`src/rtl/rv32i_mc_control.sv`:
```
// Multi-cycle control FSM for the rv32i datapath with a shared instruction/data memory port.
// Define RV32I_MC_INSTRET_EN to add the retired-instruction counter output instret.
module rv32i_mc_control #(
  parameter int unsigned MEM_TIMEOUT = 16
) (
  input  logic        clk,
  input  logic        rst,
  input  logic [31:0] instr,
  input  logic        alu_zero,
  input  logic        mem_ready,
  output logic        ir_write,
  output logic        pc_write,
  output logic        pc_src,
  output logic        mem_req,
  output logic        mem_we,
  output logic        mem_addr_sel,
  output logic [3:0]  alu_ctrl,
  output logic        alu_src,
  output logic        alu_a_zero,
  output logic [2:0]  imm_src,
  output logic        reg_write,
  output logic        wb_sel,
  output logic        fault,
  output logic [2:0]  state
`ifdef RV32I_MC_INSTRET_EN
  ,
  output logic [31:0] instret
`endif
);

  localparam logic [3:0] ALU_ADD  = 4'd0;
  localparam logic [3:0] ALU_SUB  = 4'd1;
  localparam logic [3:0] ALU_AND  = 4'd2;
  localparam logic [3:0] ALU_OR   = 4'd3;
  localparam logic [3:0] ALU_XOR  = 4'd4;
  localparam logic [3:0] ALU_SLL  = 4'd5;
  localparam logic [3:0] ALU_SRL  = 4'd6;
  localparam logic [3:0] ALU_SRA  = 4'd7;
  localparam logic [3:0] ALU_SLT  = 4'd8;
  localparam logic [3:0] ALU_SLTU = 4'd9;
  localparam logic [3:0] ALU_NOP  = 4'd15;

  localparam logic [6:0] OPC_LOAD   = 7'b0000011;
  localparam logic [6:0] OPC_STORE  = 7'b0100011;
  localparam logic [6:0] OPC_OP     = 7'b0110011;
  localparam logic [6:0] OPC_OP_IMM = 7'b0010011;
  localparam logic [6:0] OPC_LUI    = 7'b0110111;
  localparam logic [6:0] OPC_BRANCH = 7'b1100011;

  localparam logic [2:0] IMM_I    = 3'b000;
  localparam logic [2:0] IMM_S    = 3'b001;
  localparam logic [2:0] IMM_B    = 3'b010;
  localparam logic [2:0] IMM_U    = 3'b011;
  localparam logic [2:0] IMM_NONE = 3'b111;

  localparam logic [7:0] TIMEOUT_LAST = 8'(MEM_TIMEOUT - 1);

  typedef enum logic [2:0] {
    ST_FETCH  = 3'd0,
    ST_DECODE = 3'd1,
    ST_EXEC   = 3'd2,
    ST_MEM_RD = 3'd3,
    ST_MEM_WR = 3'd4,
    ST_WB     = 3'd5,
    ST_FAULT  = 3'd6
  } state_t;

  state_t     state_reg, state_next;
  logic [7:0] timeout_cnt_reg, timeout_cnt_next;
  logic       mem_wait;

  logic [6:0] opcode;
  logic [2:0] funct3;
  logic       funct7_5;
  logic       supported;
  logic       unused_instr;

  assign opcode       = instr[6:0];
  assign funct3       = instr[14:12];
  assign funct7_5     = instr[30];
  assign unused_instr = ^{instr[31], instr[29:15], instr[11:7]};

  assign supported = (opcode == OPC_LOAD) || (opcode == OPC_STORE) || (opcode == OPC_OP) ||
                     (opcode == OPC_OP_IMM) || (opcode == OPC_LUI) ||
                     ((opcode == OPC_BRANCH) && (funct3 == 3'b000));

  // Shared funct3 decode; alt selects SUB/SRA where the encoding allows it.
  function automatic logic [3:0] alu_op(input logic [2:0] f3, input logic alt);
    case (f3)
      3'b000:  alu_op = alt ? ALU_SUB : ALU_ADD;
      3'b001:  alu_op = ALU_SLL;
      3'b010:  alu_op = ALU_SLT;
      3'b011:  alu_op = ALU_SLTU;
      3'b100:  alu_op = ALU_XOR;
      3'b101:  alu_op = alt ? ALU_SRA : ALU_SRL;
      3'b110:  alu_op = ALU_OR;
      default: alu_op = ALU_AND;
    endcase
  endfunction

  always_ff @(posedge clk) begin
    if (rst) begin
      state_reg       <= ST_FETCH;
      timeout_cnt_reg <= 8'd0;
    end else begin
      state_reg       <= state_next;
      timeout_cnt_reg <= timeout_cnt_next;
    end
  end

  always_comb begin
    state_next = state_reg;
    mem_wait   = 1'b0;
    case (state_reg)
      ST_FETCH: begin
        mem_wait = 1'b1;
        if (mem_ready) state_next = ST_DECODE;
      end
      ST_DECODE: state_next = supported ? ST_EXEC : ST_FAULT;
      ST_EXEC: begin
        case (opcode)
          OPC_LOAD:                     state_next = ST_MEM_RD;
          OPC_STORE:                    state_next = ST_MEM_WR;
          OPC_BRANCH:                   state_next = ST_FETCH;
          OPC_OP, OPC_OP_IMM, OPC_LUI:  state_next = ST_WB;
          default:                      state_next = ST_FAULT;
        endcase
      end
      ST_MEM_RD: begin
        mem_wait = 1'b1;
        if (mem_ready) state_next = ST_WB;
      end
      ST_MEM_WR: begin
        mem_wait = 1'b1;
        if (mem_ready) state_next = ST_FETCH;
      end
      ST_WB:    state_next = ST_FETCH;
      default:  state_next = ST_FAULT;
    endcase

    // A completion on the last allowed cycle still wins over the timeout.
    if (mem_wait && !mem_ready && (timeout_cnt_reg == TIMEOUT_LAST)) state_next = ST_FAULT;

    if (state_next != state_reg)    timeout_cnt_next = 8'd0;
    else if (mem_wait && !mem_ready) timeout_cnt_next = timeout_cnt_reg + 8'd1;
    else                             timeout_cnt_next = 8'd0;
  end

  always_comb begin
    ir_write     = 1'b0;
    pc_write     = 1'b0;
    pc_src       = 1'b0;
    mem_req      = 1'b0;
    mem_we       = 1'b0;
    mem_addr_sel = 1'b0;
    alu_ctrl     = ALU_NOP;
    alu_src      = 1'b0;
    alu_a_zero   = 1'b0;
    imm_src      = IMM_NONE;
    reg_write    = 1'b0;
    wb_sel       = 1'b0;
    fault        = 1'b0;
    state        = rst ? ST_FETCH : state_reg;
    if (!rst) begin
      case (state_reg)
        ST_FETCH: begin
          mem_req = 1'b1;
          if (mem_ready) begin
            ir_write = 1'b1;
            pc_write = 1'b1;
          end
        end
        ST_EXEC: begin
          case (opcode)
            OPC_LOAD, OPC_STORE: begin
              alu_ctrl = ALU_ADD;
              alu_src  = 1'b1;
              imm_src  = (opcode == OPC_LOAD) ? IMM_I : IMM_S;
            end
            OPC_OP: alu_ctrl = alu_op(funct3, funct7_5);
            OPC_OP_IMM: begin
              alu_ctrl = alu_op(funct3, funct7_5 && (funct3 == 3'b101));
              alu_src  = 1'b1;
              imm_src  = IMM_I;
            end
            OPC_LUI: begin
              alu_ctrl   = ALU_ADD;
              alu_a_zero = 1'b1;
              alu_src    = 1'b1;
              imm_src    = IMM_U;
            end
            OPC_BRANCH: begin
              alu_ctrl = ALU_SUB;
              imm_src  = IMM_B;
              pc_write = alu_zero;
              pc_src   = 1'b1;
            end
            default: ;
          endcase
        end
        ST_MEM_RD: begin
          mem_req      = 1'b1;
          mem_addr_sel = 1'b1;
        end
        ST_MEM_WR: begin
          mem_req      = 1'b1;
          mem_we       = 1'b1;
          mem_addr_sel = 1'b1;
        end
        ST_WB: begin
          reg_write = 1'b1;
          wb_sel    = (opcode == OPC_LOAD);
        end
        ST_FAULT: fault = 1'b1;
        default: ;
      endcase
    end
  end

`ifdef RV32I_MC_INSTRET_EN
  logic [31:0] instret_reg;
  logic        retire;

  assign retire = (state_reg == ST_WB) ||
                  ((state_reg == ST_MEM_WR) && mem_ready) ||
                  ((state_reg == ST_EXEC) && (opcode == OPC_BRANCH));

  always_ff @(posedge clk) begin
    if (rst)         instret_reg <= 32'd0;
    else if (retire) instret_reg <= instret_reg + 32'd1;
  end

  assign instret = instret_reg;
`endif

endmodule

```
`config.mk`:
```
export PLATFORM = sky130hd
export DESIGN_NAME = rv32i_mc_control
export DESIGN_NICKNAME = d
export VERILOG_FILES = /design/src/rtl/rv32i_mc_control.sv
export SDC_FILE = /design/constraint.sdc
export NUM_CORES = 1
export LEC_CHECK = 0
export ABC_AREA = 0
export CAP_MARGIN = 5
export CORE_MARGIN = 4
export CORE_UTILIZATION = 39
export CTS_CLUSTER_DIAMETER = 30
export CTS_CLUSTER_SIZE = 28
export DETAILED_ROUTE_END_ITERATION = 10
export GPL_ROUTABILITY_DRIVEN = 1
export PLACE_DENSITY = 0.85
export SLEW_MARGIN = 20
export SYNTH_ARGS = -nofsm -noshare
export SYNTH_HDL_FRONTEND = slang
export SYNTH_SLANG_ARGS = --single-unit
```
`constraint.sdc`:
```
create_clock -name clk -period 4.1 [get_ports clk]
set_input_delay 0.82 -clock clk [delete_from_list [all_inputs] [get_ports clk]]
set_output_delay 0.82 -clock clk [all_outputs]
set_load 0.1 [all_outputs]
```
==> results of run 1 <==
-- metal layers --
layer	GRT usage [%]	vias to the layer above	part of all wire [%]
met3	3.91	6	6.7
met1	20.2	531	43
li1	-	562	-
met4	4.97	0	1.1
met5	0	-	0
met2	33.7	32	49
-- power by group --
group	internal (mW)	total, mW	switching (mW)
Combinational	0.0571	0.166	0.109
Sequential	0.112	0.128	0.0159
Clock	0.0377	0.0740	0.0363
Total	0.207	0.369	0.161
-- worst register-to-register path: stages (launching register included) --
cell and delay [ps]:
sky130_fd_sc_hd__dfxtp_1 360, sky130_fd_sc_hd__or4_1 560, sky130_fd_sc_hd__o31ai_1 240, sky130_fd_sc_hd__a211o_2 210
sky130_fd_sc_hd__nand2b_4 150, sky130_fd_sc_hd__nor2_1 50
-- area by class of cell --
class / instances / area (um2) / share of cell area [%]
multi-input combinational: 116 / 757 / 51.5
clock buffer: 4 / 26.3 / 1.79
inverter: 3 / 11.3 / 0.766
timing repair buffer: 38 / 420 / 28.6
tap: 28 / 35.0 / 2.38
sequential: 11 / 220 / 15.0
-- layout by cell type (no fill, tap or decap), types with 2 or more instances in the layout --
master	n
sky130_fd_sc_hd__buf_12	8
sky130_fd_sc_hd__or3_1	2
sky130_fd_sc_hd__nor3_1	5
sky130_fd_sc_hd__o311ai_0	2
sky130_fd_sc_hd__nand2_1	9
sky130_fd_sc_hd__clkdlybuf4s50_1	14
sky130_fd_sc_hd__and2_1	3
sky130_fd_sc_hd__buf_4	16
sky130_fd_sc_hd__nor2b_1	3
sky130_fd_sc_hd__or2_2	2
sky130_fd_sc_hd__nor4_1	3
sky130_fd_sc_hd__nand2b_1	4
sky130_fd_sc_hd__and3_1	3
sky130_fd_sc_hd__nor2_1	23
sky130_fd_sc_hd__a21oi_1	9
sky130_fd_sc_hd__xnor2_1	4
sky130_fd_sc_hd__inv_1	3
sky130_fd_sc_hd__clkbuf_4	3
sky130_fd_sc_hd__xor2_1	3
sky130_fd_sc_hd__nand4_1	2
sky130_fd_sc_hd__a31oi_1	2
sky130_fd_sc_hd__dfxtp_1	11
sky130_fd_sc_hd__nand3_1	4
sky130_fd_sc_hd__o21ai_1	3
sky130_fd_sc_hd__o21ai_0	7
-- path summary, 6_finish.rpt --
kind / endpoint / cells past startpoint / start / slack, ps
worst max-delay path: pc_write / 6 / instr[4] / 580
worst max register to register: timeout_cnt_reg[3] / 5 / timeout_cnt_reg[4] / 2430
worst min register to register: timeout_cnt_reg[0] / 1 / timeout_cnt_reg[0] / 460
worst min-delay path: timeout_cnt_reg[0] / 1 / timeout_cnt_reg[0] / 460
-- through the flow --
step	hold WS, ps	instance area, um2
3_3_place_gp	428	1440
5_1_grt	487	1470
4_1_cts	460	1470
6_report	456	1470
2_1_floorplan	418	1010
3_5_place_dp	444	1440
-- logic make-up (layout without fill, tap and decap cells) --
| group | after synthesis | after routing |
|---|---|---|
| compound gates | 32 | 32 |
| flops | 11 | 11 |
| xor+xnor | 7 | 7 |
| simple gates | 76 | 76 |
| fa+ha+maj | 1 | 1 |
| buf+inv | 8 | 45 |
==> summary by stage, run 1 <==
Timing
The slew at the pin closest to its max-slew limit is 519 ps. The final-layout setup total negative slack is 0 ps. The number of max-slew violations in the final report is 0. Setup repair after global routing left no endpoint under its margin.

Static timing analysis puts the maximum clock frequency at 284 MHz. The worst path uses 85.8% of the clock period. The final period demand of the worst path is 3520 ps. Once routing completed, OpenROAD measured the worst setup slack at 580 ps.

Setup violations remaining at the end of the flow were counted as 0. The worst max-slew margin expressed relative to the limit is 65.4%. On the final layout, the worst clock skew is approximately 2.8 ps.

The number of hold violations in the final report was 0.

CTS
The total clock sinks is 11. After clock tree synthesis, the setup repair step added 0 buffers. The root buffer cell is sky130_fd_sc_hd__clkbuf_4. Buffers inserted to repair hold after CTS numbered 0.

TritonCTS built the clock tree. The clock-pin transition on the worst setup and hold timing paths is 60 ps. The buffer depth of the longest clock path is 2. CTS built an H-tree with a depth of 1.

The clock reaches the later pin of the worst-skew pair after 270 ps. In this run, CTS created clock tree buffers numbering 3. After clock tree synthesis, the repair step resized 0 gates.

Power
The worst-case IR drop observed on VDD is 0.000210 V. Dividing total power by cell area gives a power density of 251 nW/um2. The total power consumption of the routed design is 0.369 mW.

The analysis attributes to cell leakage a power of 0.575 nW.

Yosys
The net count after synthesis is 172. The count of warnings emitted by yosys is 0. The arithmetic-cell share of the synthesized area counting full adders, half adders and majority gates is ~1.3%. Summing every instance area after synthesis gives 927 um2.

Multiplexer cells account for 0% of the synthesized area. After synthesis the netlist holds a flip-flop and latch count of 11. Ranked by instance count, the synthesized netlist is headed by 24 x sky130_fd_sc_hd__nor2_1, 11 x sky130_fd_sc_hd__dfxtp_1, 10 x sky130_fd_sc_hd__o21ai_0. The area share of the leading cell type in the synthesized netlist is 23.8%. The largest area contributor in the netlist is sky130_fd_sc_hd__dfxtp_1. After synthesis, the netlist uses 38 different library cells. Counting flops with a built-in enable in the synthesized netlist gives 0.

The XOR/XNOR share of the synthesized area is 6.61%. By area the synthesized netlist is led by sky130_fd_sc_hd__dfxtp_1 24%, sky130_fd_sc_hd__nor2_1 9.7%, sky130_fd_sc_hd__o21ai_0 5.4%. The leading register cell type out of synthesis is sky130_fd_sc_hd__dfxtp_1.

Each instance of the synthesized netlist takes up on average 6.87 um2. After technology mapping, the gate count stands at 135. The share of async-settable or async-resettable flops after synthesis is 0%.

By area, the combinational part of the netlist is dominated by simple AND/OR/NAND/NOR gates. The sequential area share after synthesis is 23.8%. The synthesized netlist devotes 21.3% of its cell area to compound gates. The synthesized netlist devotes 43.2% of its cell area to simple gates. The cell with the most instances after synthesis is sky130_fd_sc_hd__nor2_1.

Drt
The first detailed-routing pass took 4 iterations. The count of nets left with antenna violations after detail routing is 0. For this block, the routed nets add up to 2.74 mm of wire. For this block, the initial DRC count from the detailed router was 22. After detailed routing, the number of vias per cell comes to approximately 5.7. The per-cell routed wire length is 13.7 um. The detailed router placed 1,131 vias in this run. After detailed routing, the number of remaining DRC violations is 0.

Worst setup path
The cell family contributing the most delay on the critical path is buffers and inverters. For the worst setup path, the data required time is about 3300 ps. On the worst path, the slowest cell contributes a delay of 540 ps. The number of buffers and inverters on the critical path is 2. The arrival time of data at the critical path endpoint is 2700 ps.

Along the worst path, the maximum fanout reaches 6. The worst setup path is launched from a primary input. The critical path's slowest cell is sky130_fd_sc_hd__clkdlybuf4s50_1. The critical path is of the primary input to output pin type.

STA classifies the critical path endpoint as an output pin. Traced cell by cell, the critical path runs through clkdlybuf4s50_1, nand2b_1, nor2_1, nand4_1, a2111oi_4, buf_12.

Floorplanning
The floorplan step set the die height to roughly 57 um. The initial standard-cell utilization of the core is 41.5%. The floorplan step set the die width to 56.8 um. The number of ports placed on the die boundary is 57. The die covers 3220 um2. The region available for standard cell placement spans around 2200 um2.

Row generation in the floorplan step produced 17 rows.

Layout
The repair_antennas step left the layout with diodes totalling 0. Cells fill 65.8% of the core in the end. In the final layout, the share of cells above drive strength 1 is between 20% and 30%. The filler cells instantiated in the layout total 192. The register with the most flip-flops in the layout has 8 of them. After the last flow step, the layout net total stands at between 200 and 250. Excluding fillers, the count of instances in the completed layout stands at 200. The area growth from synthesis to layout is 58.6%.

Flow run
The number of max-cap violations is 0.

Placed design
Summed over all nets, the half-perimeter wirelength after detailed placement is 2.20 mm. Before CTS, the worst setup slack after placement is around 600 ps. The final weighted congestion in routability-driven placement is 0.893. The number of placed cells counting well taps is about 200. Input and output buffers added on the ports amount to 35.

Hold path
In this run the worst hold path is classified as register to register.

Outcome
The run finished with clean final reports.

Global routing
The first global-routing pass estimated 4.81 mm of wire. The number of antenna violations at the first check in global routing came to 0. The aggregate global-route resource usage is 18.0%.

The largest net degree at the start of global routing is 17. Global routing finished with a remaining overflow of 0. The via count of the first global-routing pass is approximately 1,100.
No activity file was read; power rests on OpenSTA's default activity.
==> inputs of run 2 (changes only) <==
--- a/config.mk
+++ b/config.mk
@@ -9,7 +9,7 @@
 export CAP_MARGIN = 5
 export CORE_MARGIN = 4
 export CORE_UTILIZATION = 39
-export CTS_CLUSTER_DIAMETER = 30
+export CTS_CLUSTER_DIAMETER = 80
 export CTS_CLUSTER_SIZE = 28
 export DETAILED_ROUTE_END_ITERATION = 10
 export GPL_ROUTABILITY_DRIVEN = 1
==> results of run 2 <==
No change in the layout: final DEF, timing and power equal those of run 1.
==> inputs of run 3 (changes only) <==
--- a/config.mk
+++ b/config.mk
@@ -10,7 +10,7 @@
 export CORE_MARGIN = 4
 export CORE_UTILIZATION = 39
 export CTS_CLUSTER_DIAMETER = 80
-export CTS_CLUSTER_SIZE = 28
+export CTS_CLUSTER_SIZE = 30
 export DETAILED_ROUTE_END_ITERATION = 10
 export GPL_ROUTABILITY_DRIVEN = 1
 export PLACE_DENSITY = 0.85
==> results of run 3 <==
No change in the layout: final DEF, timing and power equal those of run 1.
